## src/rtl/alu_uart_sequencer_if.sv

```systemverilog
// -----------------------------------------------------------------------------
// alu_uart_sequencer_if
// Groups the byte-stream and ALU handshake signals of alu_uart_sequencer.
//   i_rx_data/i_rx_done  : byte from uart_rx, valid on the one-cycle done pulse
//   i_tx_done            : uart_tx finished the current byte
//   i_alu_result/ready   : ALU result and its valid flag
//   o_op_a/o_op_b/o_opcode/o_alu_start : registered ALU operands and start
//   o_tx_data/o_tx_start : byte and start pulse for uart_tx
//   o_busy/o_frame_error/o_rx_overrun  : status
// Modports: slave = the sequencer, master = its environment.
// -----------------------------------------------------------------------------
interface alu_uart_sequencer_if #(
  parameter int DATA_SIZE   = 8,
  parameter int OPCODE_SIZE = 6
);
  logic [DATA_SIZE-1:0]   i_rx_data;
  logic                   i_rx_done;
  logic                   i_tx_done;
  logic [DATA_SIZE-1:0]   i_alu_result;
  logic                   i_alu_ready;
  logic [DATA_SIZE-1:0]   o_op_a;
  logic [DATA_SIZE-1:0]   o_op_b;
  logic [OPCODE_SIZE-1:0] o_opcode;
  logic                   o_alu_start;
  logic [DATA_SIZE-1:0]   o_tx_data;
  logic                   o_tx_start;
  logic                   o_busy;
  logic                   o_frame_error;
  logic                   o_rx_overrun;

  modport slave (
    input  i_rx_data, i_rx_done, i_tx_done, i_alu_result, i_alu_ready,
    output o_op_a, o_op_b, o_opcode, o_alu_start, o_tx_data, o_tx_start,
           o_busy, o_frame_error, o_rx_overrun
  );

  modport master (
    output i_rx_data, i_rx_done, i_tx_done, i_alu_result, i_alu_ready,
    input  o_op_a, o_op_b, o_opcode, o_alu_start, o_tx_data, o_tx_start,
           o_busy, o_frame_error, o_rx_overrun
  );
endinterface

```

## src/rtl/alu_uart_sequencer.sv

```systemverilog
// -----------------------------------------------------------------------------
// alu_uart_sequencer
// Collects a 3-byte UART frame (operand A, operand B, opcode), runs the shared
// ALU, and sends the result byte back through uart_tx.
// Ports:
//   i_clk   : system clock
//   i_reset : asynchronous active-low reset
//   bus     : alu_uart_sequencer_if.slave (RX/TX/ALU handshakes and status)
// Parameters: DATA_SIZE, OPCODE_SIZE, TIMEOUT_CYCLES (0 = no inter-byte timeout)
// Optional feature macro: ALU_SEQ_STATUS_EN -- appends a status byte
//   {opcode_unsupported, frame_count[6:0]} after every result byte.
// -----------------------------------------------------------------------------
module alu_uart_sequencer #(
  parameter int DATA_SIZE      = 8,
  parameter int OPCODE_SIZE    = 6,
  parameter int TIMEOUT_CYCLES = 100000
) (
  input logic                 i_clk,
  input logic                 i_reset,
  alu_uart_sequencer_if.slave bus
);

  localparam int TO_W    = (TIMEOUT_CYCLES > 1) ? $clog2(TIMEOUT_CYCLES) : 1;
  localparam int TO_LAST = (TIMEOUT_CYCLES > 0) ? TIMEOUT_CYCLES - 1 : 0;
  localparam logic [TO_W-1:0] TO_LAST_V = TO_W'(TO_LAST);

  typedef enum logic [2:0] {
    ST_GET_A,
    ST_GET_B,
    ST_GET_OP,
    ST_EXEC,
    ST_SEND,
    ST_WAIT_TX
`ifdef ALU_SEQ_STATUS_EN
    ,
    ST_SEND_ST,
    ST_WAIT_ST
`endif
  } state_t;

  state_t                 r_state;
  logic [TO_W-1:0]        r_to_cnt;
  logic [DATA_SIZE-1:0]   r_op_a;
  logic [DATA_SIZE-1:0]   r_op_b;
  logic [OPCODE_SIZE-1:0] r_opcode;
  logic                   r_alu_start;
  logic [DATA_SIZE-1:0]   r_tx_data;
  logic                   r_tx_start;
  logic                   r_busy;
  logic                   r_frame_error;
  logic                   r_rx_overrun;

  logic w_timeout;
  logic w_busy_state;

  // Expiry only exists when a timeout is configured.
  assign w_timeout    = (TIMEOUT_CYCLES != 0) && (r_to_cnt == TO_LAST_V);
  assign w_busy_state = !(r_state inside {ST_GET_A, ST_GET_B, ST_GET_OP});

`ifdef ALU_SEQ_STATUS_EN
  logic [6:0]  r_frame_cnt;
  logic [6:0]  w_frame_cnt_nxt;
  logic [31:0] w_opcode_ext;
  logic        w_op_bad;
  logic [7:0]  w_status;

  assign w_frame_cnt_nxt = r_frame_cnt + 7'd1;
  assign w_opcode_ext    = 32'(r_opcode);
  assign w_op_bad        = !(w_opcode_ext inside {32'h20, 32'h22, 32'h24, 32'h25,
                                                  32'h26, 32'h27, 32'h28, 32'h29});
  assign w_status        = {w_op_bad, w_frame_cnt_nxt};
`endif

  always_ff @(posedge i_clk or negedge i_reset) begin
    if (!i_reset) begin
      r_state       <= ST_GET_A;
      r_to_cnt      <= '0;
      r_op_a        <= '0;
      r_op_b        <= '0;
      r_opcode      <= '0;
      r_alu_start   <= 1'b0;
      r_tx_data     <= '0;
      r_tx_start    <= 1'b0;
      r_busy        <= 1'b0;
      r_frame_error <= 1'b0;
      r_rx_overrun  <= 1'b0;
`ifdef ALU_SEQ_STATUS_EN
      r_frame_cnt   <= '0;
`endif
    end else begin
      r_tx_start    <= 1'b0;
      r_frame_error <= 1'b0;
      // Bytes arriving while the frame is being processed are dropped.
      r_rx_overrun  <= bus.i_rx_done && w_busy_state;

      case (r_state)
        ST_GET_A: begin
          r_to_cnt <= '0;
          if (bus.i_rx_done) begin
            r_op_a  <= bus.i_rx_data;
            r_state <= ST_GET_B;
          end
        end

        // An accepted byte takes priority over a coincident expiry.
        ST_GET_B: begin
          if (bus.i_rx_done) begin
            r_op_b   <= bus.i_rx_data;
            r_to_cnt <= '0;
            r_state  <= ST_GET_OP;
          end else if (w_timeout) begin
            r_frame_error <= 1'b1;
            r_to_cnt      <= '0;
            r_state       <= ST_GET_A;
          end else if (TIMEOUT_CYCLES != 0) begin
            r_to_cnt <= r_to_cnt + 1'b1;
          end
        end

        ST_GET_OP: begin
          if (bus.i_rx_done) begin
            r_opcode    <= bus.i_rx_data[OPCODE_SIZE-1:0];
            r_to_cnt    <= '0;
            r_alu_start <= 1'b1;
            r_busy      <= 1'b1;
            r_state     <= ST_EXEC;
          end else if (w_timeout) begin
            r_frame_error <= 1'b1;
            r_to_cnt      <= '0;
            r_state       <= ST_GET_A;
          end else if (TIMEOUT_CYCLES != 0) begin
            r_to_cnt <= r_to_cnt + 1'b1;
          end
        end

        ST_EXEC: begin
          if (bus.i_alu_ready) begin
            r_tx_data   <= bus.i_alu_result;
            r_tx_start  <= 1'b1;
            r_alu_start <= 1'b0;
            r_state     <= ST_SEND;
          end
        end

        ST_SEND: r_state <= ST_WAIT_TX;

        ST_WAIT_TX: begin
          if (bus.i_tx_done) begin
`ifdef ALU_SEQ_STATUS_EN
            r_frame_cnt <= w_frame_cnt_nxt;
            r_tx_data   <= DATA_SIZE'(w_status);
            r_tx_start  <= 1'b1;
            r_state     <= ST_SEND_ST;
`else
            r_busy  <= 1'b0;
            r_state <= ST_GET_A;
`endif
          end
        end

`ifdef ALU_SEQ_STATUS_EN
        ST_SEND_ST: r_state <= ST_WAIT_ST;

        ST_WAIT_ST: begin
          if (bus.i_tx_done) begin
            r_busy  <= 1'b0;
            r_state <= ST_GET_A;
          end
        end
`endif

        default: r_state <= ST_GET_A;
      endcase
    end
  end

  assign bus.o_op_a        = r_op_a;
  assign bus.o_op_b        = r_op_b;
  assign bus.o_opcode      = r_opcode;
  assign bus.o_alu_start   = r_alu_start;
  assign bus.o_tx_data     = r_tx_data;
  assign bus.o_tx_start    = r_tx_start;
  assign bus.o_busy        = r_busy;
  assign bus.o_frame_error = r_frame_error;
  assign bus.o_rx_overrun  = r_rx_overrun;

endmodule
```

## src/flat_wrapper.sv

```systemverilog
// flat-port wrapper written by rule: the top's interface ports become plain ports
module alu_uart_sequencer_flat 
#(
  parameter int DATA_SIZE      = 8,
  parameter int OPCODE_SIZE    = 6,
  parameter int TIMEOUT_CYCLES = 100000
)
  (i_clk, i_reset, bus_i_rx_data, bus_i_rx_done, bus_i_tx_done, bus_i_alu_result, bus_i_alu_ready, bus_o_op_a, bus_o_op_b, bus_o_opcode, bus_o_alu_start, bus_o_tx_data, bus_o_tx_start, bus_o_busy, bus_o_frame_error, bus_o_rx_overrun);
  alu_uart_sequencer_if #(.DATA_SIZE(DATA_SIZE), .OPCODE_SIZE(OPCODE_SIZE)) bus_i ();
  input logic i_clk;
  input logic i_reset;
  input wire logic [$bits(bus_i.i_rx_data)-1:0] bus_i_rx_data;
  input wire logic [$bits(bus_i.i_rx_done)-1:0] bus_i_rx_done;
  input wire logic [$bits(bus_i.i_tx_done)-1:0] bus_i_tx_done;
  input wire logic [$bits(bus_i.i_alu_result)-1:0] bus_i_alu_result;
  input wire logic [$bits(bus_i.i_alu_ready)-1:0] bus_i_alu_ready;
  output wire logic [$bits(bus_i.o_op_a)-1:0] bus_o_op_a;
  output wire logic [$bits(bus_i.o_op_b)-1:0] bus_o_op_b;
  output wire logic [$bits(bus_i.o_opcode)-1:0] bus_o_opcode;
  output wire logic [$bits(bus_i.o_alu_start)-1:0] bus_o_alu_start;
  output wire logic [$bits(bus_i.o_tx_data)-1:0] bus_o_tx_data;
  output wire logic [$bits(bus_i.o_tx_start)-1:0] bus_o_tx_start;
  output wire logic [$bits(bus_i.o_busy)-1:0] bus_o_busy;
  output wire logic [$bits(bus_i.o_frame_error)-1:0] bus_o_frame_error;
  output wire logic [$bits(bus_i.o_rx_overrun)-1:0] bus_o_rx_overrun;
  assign bus_i.i_rx_data = bus_i_rx_data;
  assign bus_i.i_rx_done = bus_i_rx_done;
  assign bus_i.i_tx_done = bus_i_tx_done;
  assign bus_i.i_alu_result = bus_i_alu_result;
  assign bus_i.i_alu_ready = bus_i_alu_ready;
  assign bus_o_op_a = bus_i.o_op_a;
  assign bus_o_op_b = bus_i.o_op_b;
  assign bus_o_opcode = bus_i.o_opcode;
  assign bus_o_alu_start = bus_i.o_alu_start;
  assign bus_o_tx_data = bus_i.o_tx_data;
  assign bus_o_tx_start = bus_i.o_tx_start;
  assign bus_o_busy = bus_i.o_busy;
  assign bus_o_frame_error = bus_i.o_frame_error;
  assign bus_o_rx_overrun = bus_i.o_rx_overrun;
  alu_uart_sequencer #(.DATA_SIZE(DATA_SIZE), .OPCODE_SIZE(OPCODE_SIZE), .TIMEOUT_CYCLES(TIMEOUT_CYCLES)) u_core (.i_clk(i_clk), .i_reset(i_reset), .bus(bus_i));
endmodule
```

## config.mk

```make
export PLATFORM = sky130hd
export DESIGN_NAME = alu_uart_sequencer_flat
export DESIGN_NICKNAME = d
export VERILOG_FILES = /design/src/rtl/alu_uart_sequencer_if.sv /design/src/rtl/alu_uart_sequencer.sv /design/src/flat_wrapper.sv
export SDC_FILE = /design/constraint.sdc
export NUM_CORES = 1
export LEC_CHECK = 0
export CORE_AREA = 3 3 89 91
export DETAILED_ROUTE_END_ITERATION = 10
export DIE_AREA = 0 0 92 94
export HOLD_SLACK_MARGIN = 0.15
export MAX_ROUTING_LAYER = met4
export PLACE_DENSITY = 0.61
export SLEW_MARGIN = 0
export SYNTH_ARGS = -nofsm -noshare
export SYNTH_HDL_FRONTEND = slang
export SYNTH_SLANG_ARGS = --single-unit
```

## constraint.sdc

```tcl
create_clock -name i_clk -period 2.7 [get_ports i_clk]
set_input_delay 0.54 -clock i_clk [delete_from_list [all_inputs] [get_ports i_clk]]
set_output_delay 0.54 -clock i_clk [all_outputs]
set_load 0.03 [all_outputs]
```

# Yosys cells after proc, flatten, opt, wreduce, memory -nomap -nowiden
# Cells that the tools add are included.
# word_totals
register_bits	55
elab_cells	57
# classes
add_sub_neg	1
n_eq_ne	10
mux	20
n_reduce_logical	15
# op_table
op	count
two-way mux 17 bit	2
one-hot mux 17 bit (2 select lines)	1
two-way mux 3 bit	6
one-hot mux 3 bit (6 select lines)	1
adder 17 x 1 -> 17 bit, second input constant	1
== test 17 bit, second input constant	1
AND reduction 3 bit	3
two-way mux 1 bit	8
!= test 2 bit, second input constant	4
AND reduction 2 bit	4
== test 3 x 2 -> 1 bit, second input constant	2
== test 3 bit, second input constant	2
nonzero test 2 bit	3
one-hot mux 1 bit (2 select lines)	2
== test 3 x 1 -> 1 bit, second input constant	1
zero test 3 bit	1
nonzero test 3 bit	1
OR reduction 2 bit	1
logical AND 1 bit	1
zero test 1 bit	1

# Depth between registers and ports, before layout
# Gate-level depths: netlist (run 1).
# logic_depth
word_depth	4
depth_mapped	6
depth_no_buf	5

# Worst setup path after synthesis (run 1)
# No wires, ideal clock.
# synth_timing
path_kind	flip-flop to flip-flop
startpoint	register u_core.r_to_cnt[0]
endpoint	register u_core.r_state[0]
arrival_time_ns	1.566
required_time_ns	2.574
slack_ns	1.008
stages_incl_launch_ff	7
period_less_slack_ns	1.692
cell_sequence	dfrtp_1 > ha_1 > and4_2 > and4_1 > buf_4 > o22ai_1 > a221o_1
# synth_via
elab_chain_cells	4
word_cells_on_any_way	5
# synth_lines
item	line	rtl
from (decl)	alu_uart_sequencer.sv:42	logic [TO_W-1:0] r_to_cnt;
from (signal assigned)	alu_uart_sequencer.sv:116	r_to_cnt <= r_to_cnt + 1'b1;
from (signal assigned)	alu_uart_sequencer.sv:132	r_to_cnt <= r_to_cnt + 1'b1;
== test 17 bit *	alu_uart_sequencer.sv:57	assign w_timeout = (TIMEOUT_CYCLES != 0) && (r_to_cnt == TO_LAST_V);
two-way mux 3 bit *	-	
two-way mux 3 bit, on equally long branches	-	
one-hot mux 3 bit (6 select lines) *	-	
to (signal assigned)	alu_uart_sequencer.sv:76	r_state <= ST_GET_A;
to (signal assigned)	alu_uart_sequencer.sv:101	r_state <= ST_GET_B;
to (signal assigned)	alu_uart_sequencer.sv:110	r_state <= ST_GET_OP;
to (decl)	alu_uart_sequencer.sv:41	state_t r_state;
# Mark *: on every way between the ends. The rest lies on a longest branch, timed or not.
# A chain may end at the register's enable or synchronous reset.

# Final worst setup path (run 1)
# layout_timing
startpoint	input port bus_i_rx_done
endpoint	register u_core.r_op_a[4] (netlist: u_core.bus.o_op_a[4])
# layout_via
elab_chain_cells	1
# layout_lines
item	line	rtl
from (decl)	flat_wrapper.sv:13	input wire logic [$bits(bus_i.i_rx_done)-1:0] bus_i_rx_done;
AND reduction 2 bit (no source line)	-	
to (signal assigned)	alu_uart_sequencer.sv:100	r_op_a <= bus.i_rx_data;
to (decl)	alu_uart_sequencer.sv:43	logic [DATA_SIZE-1:0] r_op_a;
# Every way passes these cells.

==> results of run 1 <==
-- final cells by class --
type,instances,area (um^2)
clock buffers,6,82.6
clock inverters,2,16.3
fillers,687,3930
inverters,5,18.8
multi-input cells,145,1090
flip-flops and latches,55,1380
well taps,99,124
repair buffers,60,583
-- power by group through the flow --
| stage | Sequential [mW] | Clock [mW] | Combinational [mW] |
|---|---|---|---|
| floorplan | 1.79 | 0 | 0.672 |
| CTS | 1.32 | 0.502 | 1.91 |
| global placement | 1.31 | 0 | 1.89 |
| finish | 1.31 | 0.482 | 1.89 |
| detailed placement | 1.33 | 0 | 1.90 |
| global route | 1.36 | 0.536 | 2.03 |
-- sequential cells by signal, indices dropped and copies added, names as in the netlist --
name and cells:
u_core.bus.o_op_b 8, u_core.bus.o_opcode 6, u_core.r_state 3, u_core.bus.o_frame_error 1, u_core.bus.o_op_a 8, u_core.bus.o_tx_data 8
u_core.r_to_cnt 17, u_core.bus.o_rx_overrun 1, u_core.bus.o_alu_start 1, u_core.bus.o_tx_start 1, u_core.bus.o_busy 1
-- final timing paths --
path	to	cells after the start	slack, ps	start
min in group i_clk	u_core.bus.o_alu_start	1	490	u_core.bus.o_alu_start
max	u_core.bus.o_op_a[4]	4	630	bus_i_rx_done
max reg2reg	u_core.r_state[0]	5	670	u_core.r_to_cnt[0]
min reg2reg	u_core.bus.o_alu_start	1	490	u_core.bus.o_alu_start
min	u_core.r_to_cnt[8]	1	260	i_reset
max in group asynchronous	u_core.bus.o_op_a[5]	2	1770	i_reset
-- stage by stage --
stage	hold slack, ps	power, mW	area (um^2)	setup slack [ps]
after global routing	293	3.93	3290	515
after CTS	271	3.73	3290	606
after global placement	466	3.20	3190	315
final	260	3.68	3290	631
after floorplan	244	2.46	2520	1010
after detailed placement	473	3.23	3190	268
-- kinds of logic after synthesis --
| group | count (synthesis) |
|---|---|
| and+or+nand+nor | 73 |
| xor gates and xnor gates | 3 |
| DFF | 55 |
| AOI/OAI and AO/OA | 36 |
| muxes | 32 |
| adders and majority gates | 1 |
| buffers and inverters | 14 |
-- Yosys cell counts, types with 2 or more instances --
library cell and count:
or3_1 2, a21o_1 3, nand3_1 3, o31ai_1 5, xnor2_1 2, nand4_1 7
a21oi_1 3, dfrtp_1 55, mux2i_1 2, nand2_1 15, mux2_2 30, o21ai_1 3
o2bb2ai_1 3, clkbuf_1 5, and2_1 5, nor3b_1 2, nor2b_1 2, nor2_1 10
a22o_1 3, buf_2 3, nand2b_1 5, inv_1 5, nor4_1 6, o21ai_0 6
nor3_1 5
-- per-layer routing --
layer | global-route usage [%] | vias up | share of wire, %
met5 | - | - | 0
met4 | 4.08 | 0 | 1.0
met3 | 5.05 | 7 | 7.0
met2 | 21.4 | 47 | 45
met1 | 18.7 | 956 | 47
li1 | - | 906 | -
-- critical path, delay by kind of cell --
family / cells / cell delay (ps)
muxes: 1 / 380
and+or+nand+nor: 2 / 780
buffers and inverters: 1 / 560
==> results.toml, run 1 <==
[synthesis]
synth.area.mux_share_pct = 14.2
async_flop_share_pct = 100
synth_xor_area_share_pct = 1.04
synth_nets = 236
synth_compound_area_share_pct = 10.1
ys_warn_count = 0
synth_fa_ha_area_share_pct = 0.496
synth_seq_cells = 55
yosysTopAreaCell = "dfrtp_1"
synthesis.area_um2 = 2520
synth_ff_type = "dfrtp_1"
synth_top_family_by_area = "simple AND/OR/NAND/NOR gates"
syn_inst = 214
synthSimpleGateAreaFrac_pct = 17.3
ys_seq_area_share_pct = 54.5
yosys-top-cells-area = "dfrtp_1 (55%), mux2_2 (13%), nand2_1 (2.2%), nand4_1 (1.7%), nor2_1 (1.5%)"
yosysTopAreaCellShare_pct = 54.5
ys_types = 49
synth_edf_count = 0
syn_avg_cell_area_um2 = 11.8

[route]
wirelength_mm = 5.58
final_antenna_net_count = 0
drt-pass1-iter-count = 4
remaining_drc_errors = 0
vias = 1916
drt_first_iter_violations = 69
vias_per_cell = 5.15
post_drt_wl_per_cell_um = 15.0

[floorplanning]
pin_count = 56
die_x_um = 92
rows = 31
start_util_pct = 35.0
die_h_um = 94
die_area_um2 = 8650
coreArea_um2 = 7210

[clock_tree]
cts_buffer_depth = 2
clkLatencyLatePin_ps = 310
cts_tree = "yes"
cts_hold_buf = 0
clkTransAtPathRegs_ps = 90
cts-root-buf = "clkbuf_8"
clock-sinks = 55
numCtsBuffers = 5
postCtsSetupRepairBufs = 0
cts_resized = 0
htree_num_levels = 2

[timing]
finalSetupViolCount = 0
relSlewSlack_pct = 44.5
grt_setup_unrepaired = "no"
tightest_slew_ps = 832
period_needed_ps = 2070
finalCritPeriodShare_pct = 76.6
skew_ps = 10.4
fmaxAchievable_mhz = 483
timing.setup.tns_ps = 0
maxSlewViolCount = 0
final-hold-violation-count = 0

[critical_path]
slowest_stage = "clkdlybuf4s50_1"
worstPathMaxFanout = 8
crit_type = "in2reg"
worstPathCellList = "clkdlybuf4s50_1 -> nor3b_1 -> and2_1 -> mux2_2"
max_stage_delay_ps = 560
cp.required_ps = 2890
start_kind = "primary input"
cp.arrival_ps = 2260
cp-end-kind = "register"

[power]
pwr-share-seq_pct = 35.6
p_switching_mw = 1.51
irDropWorstVdd_uv = 651
combPwrFrac_pct = 51.3
p_clk_share_pct = 13.1
power.density_nw_per_um2 = 1120
switching_share_pct = 41.1
internal_power_mw = 2.16
p_leak_nw = 1.33

[cells_and_area]
antenna_cells = 0
area_growth_syn_to_layout_pct = 30.3
postLayoutCoreUtil_pct = 45.6
instances_no_fill = 372
final_cell_mix = "dfrtp_1 (55), clkdlybuf4s50_1 (54), mux2_2 (30)"
mostFrequentLayoutCell = "dfrtp_1"
drive_gt1_share_pct = 18.7
nNetsFinal = 294

[placed_design]
io_buffers = 55
place_hpwl_mm = 4.05
gp_congestion = 0.817
dp_cells = 364

[global_routing]
grt_pass1_wl_mm = 9.76
grt_max_degree = 30
track_usage_pct = 14.4
antenna_found_initial = 0
overflow = 0
grt_pass1_vias = 1993

[outcome]
status = "finished, final reports clean"

[hold_path]
hold_path.class = "in2async"

[job]
drv_cap = 0
(Power assumes the default switching activity.)
==> inputs of run 2 (changes only) <==
--- a/config.mk
+++ b/config.mk
@@ -10,7 +10,7 @@
 export DIE_AREA = 0 0 92 94
 export HOLD_SLACK_MARGIN = 0.15
 export MAX_ROUTING_LAYER = met4
-export PLACE_DENSITY = 0.61
+export PLACE_DENSITY = 0.63
 export SLEW_MARGIN = 0
 export SYNTH_ARGS = -nofsm -noshare
 export SYNTH_HDL_FRONTEND = slang
==> constraint.sdc (replaced) <==
create_clock -name i_clk -period 1.7 [get_ports i_clk]
set_input_delay 0.34 -clock i_clk [delete_from_list [all_inputs] [get_ports i_clk]]
set_output_delay 0.34 -clock i_clk [all_outputs]
set_load 0.03 [all_outputs]
==> results.toml, run 2 (synthesis gave the netlist of run 1 again) <==
[outcome]
status = "finished, final reports clean"

[cells_and_area]
largest_reg_flops = 17
antenna_cells = 0
drive_gt1_share_pct = 32.7
final_cell_mix = "dfrtp_1 (55), buf_4 (47), mux2_2 (30)"
nNetsFinal = 339
area_growth_syn_to_layout_pct = 45.5
mostFrequentLayoutCell = "dfrtp_1"
nFillCells = 661
top_register = "u_core.r_to_cnt"
postLayoutCoreUtil_pct = 50.9

[critical_path]
cp_top_family = "simple AND/OR/NAND/NOR gates"
reg2regPathDepth = 4
cp.arrival_ps = 1920
slowest_stage = "or4_4"
path_buf_inv = 0
cp.required_ps = 1950
cp-end-kind = "register"
worstPathMaxFanout = 4
cp_num_cells = 4
worstPathCellList = "nand2_2 -> or4_4 -> or4_1 -> o211ai_1"
start_kind = "register"
r2r_slack_ps = 20
crit_start = "u_core.r_to_cnt[9]"
r2r_start = "u_core.r_to_cnt[9]"
max_stage_delay_ps = 570
crit_type = "reg2reg"
r2r-end = "u_core.r_to_cnt[15]"
crit_path_end = "u_core.r_to_cnt[15]"

[route]
drt-pass1-iter-count = 4
remaining_drc_errors = 0
wirelength_mm = 6.24
vias = 2095
final_antenna_net_count = 0
post_drt_wl_per_cell_um = 15.0
vias_per_cell = 5.02
drt_first_iter_violations = 183

[global_routing]
gr-usage-met1_pct = 20.0
met2_usage_pct = 25.4
busiest_layer = "met2"
track_usage_pct = 15.7
overflow = 0
met3_usage_pct = 3.53
grt_pass1_wl_mm = 10.6
grt_max_degree = 30
antenna_found_initial = 0
grt_pass1_vias = 2186

[clock_tree]
numCtsBuffers = 5
clkLatencyLatePin_ps = 320
clkTransAtPathRegs_ps = 110
clock-sinks = 55
htree_num_levels = 2
cts_tree = "yes"
cts_buffer_depth = 2
cts-root-buf = "clkbuf_8"

[hold_path]
hold_path.class = "reg2reg"

[timing]
fmaxAchievable_mhz = 596
finalCritPeriodShare_pct = 98.6
relSlewSlack_pct = 69.7
final-hold-violation-count = 0
tightest_slew_ps = 450
finalSetupViolCount = 0
maxSlewViolCount = 0
skew_ps = 11.1
period_needed_ps = 1680
grt_setup_unrepaired = "yes"
setup_ws_ps = 23.1

[placed_design]
io_buffers = 55
gp_congestion = 0.869
pre_cts_slack_ps = -280
place_hpwl_mm = 4.58

[floorplanning]
start_util_pct = 35.0
pin_count = 56
die_area_um2 = 8650
die_x_um = 92
rows = 31
coreArea_um2 = 7210
die_h_um = 94

[power]
irDropWorstVdd_uv = 1030
power.density_nw_per_um2 = 1600
p_leak_nw = 1.65
power_mw = 5.87

[job]
drv_cap = 0
[run 2: cell count changes in the layout (fill, tap and decap cells not counted), moves of 2 or more]
| cell | change |
|---|---|
| buf_12 | +2 |
| buf_4 | +42 |
| clkdlybuf4s50_1 | -31 |
| dlygate4sd2_1 | +29 |
| dlymetal6s2s_1 | +2 |
| nor4_1 | -3 |
| nor4_2 | +2 |
[run 2: worst min path at each step]
stage / depth (start not counted) / end / start
floorplan: 0 / u_core.bus.o_alu_start / i_reset
global placement: 2 / u_core.r_to_cnt[4] / i_reset
detailed placement: 2 / u_core.r_to_cnt[4] / i_reset
CTS: 1 / u_core.bus.o_alu_start / u_core.bus.o_alu_start
global route: 1 / u_core.bus.o_alu_start / u_core.bus.o_alu_start
finish: 1 / u_core.bus.o_alu_start / u_core.bus.o_alu_start
[run 2: layer usage]
metal	vias to the layer above	part of all wire [%]
met3	8	5.3
met1	1032	46
met2	60	47
li1	995	-
met4	0	1.3
met5	-	0
[run 2: what timing repair did]
item                       in CTS  in global routing
setup endpoints to repair      32                 27
buffers inserted                0                  2
resized for setup              35                  7
hold buffers                    1                  0
cloned                          0                  0
pin swaps                       0                  1
hold endpoints to repair       55                  0
[run 2: final cells by class]
type / count / area, um^2 / area share (%)
clock buffer: 5 / 68.8 / 1.87
clock inverter: 3 / 22.5 / 0.613
inverter: 5 / 18.8 / 0.511
multi-input combinational: 145 / 1150 / 31.2
sequential: 55 / 1380 / 37.5
tap: 99 / 124 / 3.37
timing repair buffer: 105 / 917 / 25.0
[run 2: power breakdown]
part	leakage, nW	internal [mW]	switching [mW]	total, mW
logic	0.909	1.31	1.78	3.09
clock network	0.0485	0.297	0.464	0.761
registers	0.695	1.77	0.255	2.02
[run 2: metrics by stage]
stage	hold slack (ps)	cells	TNS, ps	area (um^2)
finish	483	417	0	3670
global route	488	417	-219	3670
CTS	486	415	0	3620
detailed placement	382	406	-5000	3530
global placement	375	406	-4820	3530
floorplan	44.4	214	0	2520
==> inputs of run 3 (changes only) <==
--- a/config.mk
+++ b/config.mk
@@ -8,6 +8,7 @@
 export CORE_AREA = 3 3 89 91
 export DETAILED_ROUTE_END_ITERATION = 10
 export DIE_AREA = 0 0 92 94
+export GPL_TIMING_DRIVEN = 0
 export HOLD_SLACK_MARGIN = 0.15
 export MAX_ROUTING_LAYER = met4
 export PLACE_DENSITY = 0.63
==> results.toml, run 3 (synthesis gave the netlist of run 1 again) <==
[outcome]
status = "finished with violations"
violations = "negative setup slack"

[floorplanning]
rows = 31
die_x_um = 92
coreArea_um2 = 7210
start_util_pct = 35.0
die_h_um = 94
pin_count = 56
die_area_um2 = 8650

[route]
drt_first_iter_violations = 104
wirelength_mm = 5.80
vias = 1946
vias_per_cell = 5.07
remaining_drc_errors = 0
post_drt_wl_per_cell_um = 15.1
final_antenna_net_count = 0
drt-pass1-iter-count = 4

[critical_path]
crit_type = "reg2reg"
reg2regPathDepth = 6
cp.required_ps = 1900
cp-end-kind = "register"
worstPathMaxFanout = 10
start_kind = "register"
cp.arrival_ps = 1930

[timing]
period_needed_ps = 1730
maxSlewViolCount = 0
finalSetupViolCount = 1
setup_ws_ps = -29.9
relSlewSlack_pct = 67.6
timing.setup.tns_ps = -29.9
grt_setup_unrepaired = "yes"
fmaxAchievable_mhz = 578
finalCritPeriodShare_pct = 102
skew_ps = 7.27
tightest_slew_ps = 483
final-hold-violation-count = 0

[power]
power.density_nw_per_um2 = 1670
p_leak_nw = 1.65
irDropWorstVdd_uv = 1060

[clock_tree]
cts-root-buf = "clkbuf_8"
clkLatencyLatePin_ps = 300
clkTransAtPathRegs_ps = 100
numCtsBuffers = 5
cts_tree = "yes"
clock-sinks = 55
cts_buffer_depth = 2
htree_num_levels = 2

[cells_and_area]
mostFrequentLayoutCell = "dfrtp_1"
final_cell_mix = "dfrtp_1 (47), mux2_2 (30), clkdlybuf4s50_1 (21), dlymetal6s2s_1 (21), nand2_1 (13)"
area_growth_syn_to_layout_pct = 40.7
drive_gt1_share_pct = 29.5
fin_area_um2 = 3550
nNetsFinal = 307
largest_reg_flops = 17
nFillCells = 675
antenna_cells = 0
top_register = "u_core.r_to_cnt"

[global_routing]
grt_max_degree = 39
grt_pass1_wl_mm = 9.65
track_usage_pct = 14.2
grt_pass1_vias = 1969
antenna_found_initial = 0
overflow = 0

[hold_path]
holdPathStages = 2
hold_path.class = "in2reg"

[placed_design]
placed_cell_area_um2 = 3210
gp_congestion = 0.831
io_buffers = 55
place_hpwl_mm = 4.01

[job]
drv_cap = 0
run 3: cell count changes in the layout (fill, tap and decap cells not counted), moves of 2 or more:
cell,change
buf_4,-38
clkbuf_2,+2
clkbuf_4,+2
clkdlybuf4s50_1,-2
dfrtp_1,-8
dfrtp_2,+8
dlygate4sd2_1,-17
dlymetal6s2s_1,+19
nand2_4,+2
nor2_1,-2
nor4_1,+2
run 3: layer usage:
| layer | wire [um] | GRT usage, % | vias up |
|---|---|---|---|
| li1 | - | - | 929 |
| met1 | 2640 | 18.2 | 954 |
| met2 | 2750 | 22.3 | 57 |
| met3 | 354 | 4.33 | 6 |
| met4 | 53 | 3.59 | 0 |
| met5 | 0 | - | - |
run 3: cell type report:
class | instances | area, um^2 | area share (%)
Sequential cell | 55 | 1390 | 39.0
Multi-Input combinational cell | 145 | 1180 | 33.2
Timing Repair Buffer | 65 | 673 | 18.9
Tap cell | 99 | 124 | 3.49
Clock buffer | 5 | 68.8 | 1.94
Buffer | 8 | 63.8 | 1.80
Clock inverter | 2 | 37.5 | 1.06
Inverter | 5 | 18.8 | 0.528
run 3: through the flow:
stage	cells	setup WS, ps	power (mW)	hold WS [ps]	utilization, %
floorplan	214	7.72	3.90	44.4	-
global placement	368	-1480	5.10	461	44.3
finish	384	-29.9	5.94	420	49.3
global route	384	-88.0	6.29	423	49.3
CTS	380	-9.80	6.02	505	47.5
detailed placement	369	-519	5.14	318	44.6
run 3: timing repair:
action | in CTS | in global routing
hold buffers | 1 | 0
setup buffers | 4 | 4
cloned | 0 | 0
pin swaps | 1 | 2
endpoints found under the setup margin | 58 | 52
resized for setup | 41 | 34
hold endpoints to repair | 17 | 0
run 3: worst paths after layout:
| path | from | end | slack [ps] |
|---|---|---|---|
| setup / recovery | u_core.r_to_cnt[0] | u_core.r_state[0] | -30 |
| hold / removal | bus_i_rx_done | u_core.bus.o_rx_overrun | 420 |
| setup reg to reg | u_core.r_to_cnt[0] | u_core.r_state[0] | -30 |
| hold reg to reg | u_core.bus.o_alu_start | u_core.bus.o_alu_start | 490 |
| max in group asynchronous | i_reset | u_core.r_to_cnt[3] | 630 |
| min in group asynchronous | i_reset | u_core.r_to_cnt[7] | 510 |
run 3: power breakdown:
group	switching [mW]	total, mW	internal [mW]	leakage (nW)
registers	0.268	2.03	1.77	0.681
logic	1.77	3.05	1.29	0.923
clock network	0.423	0.854	0.431	0.0502
total	2.46	5.94	3.49	1.65
run 3: critical path, cell delays in order (launching register included):
cell     delay [ps]
dfrtp_1         380
ha_2            230
and4_4          240
and4_4          250
buf_8           140
o22ai_1          80
a221o_1         300
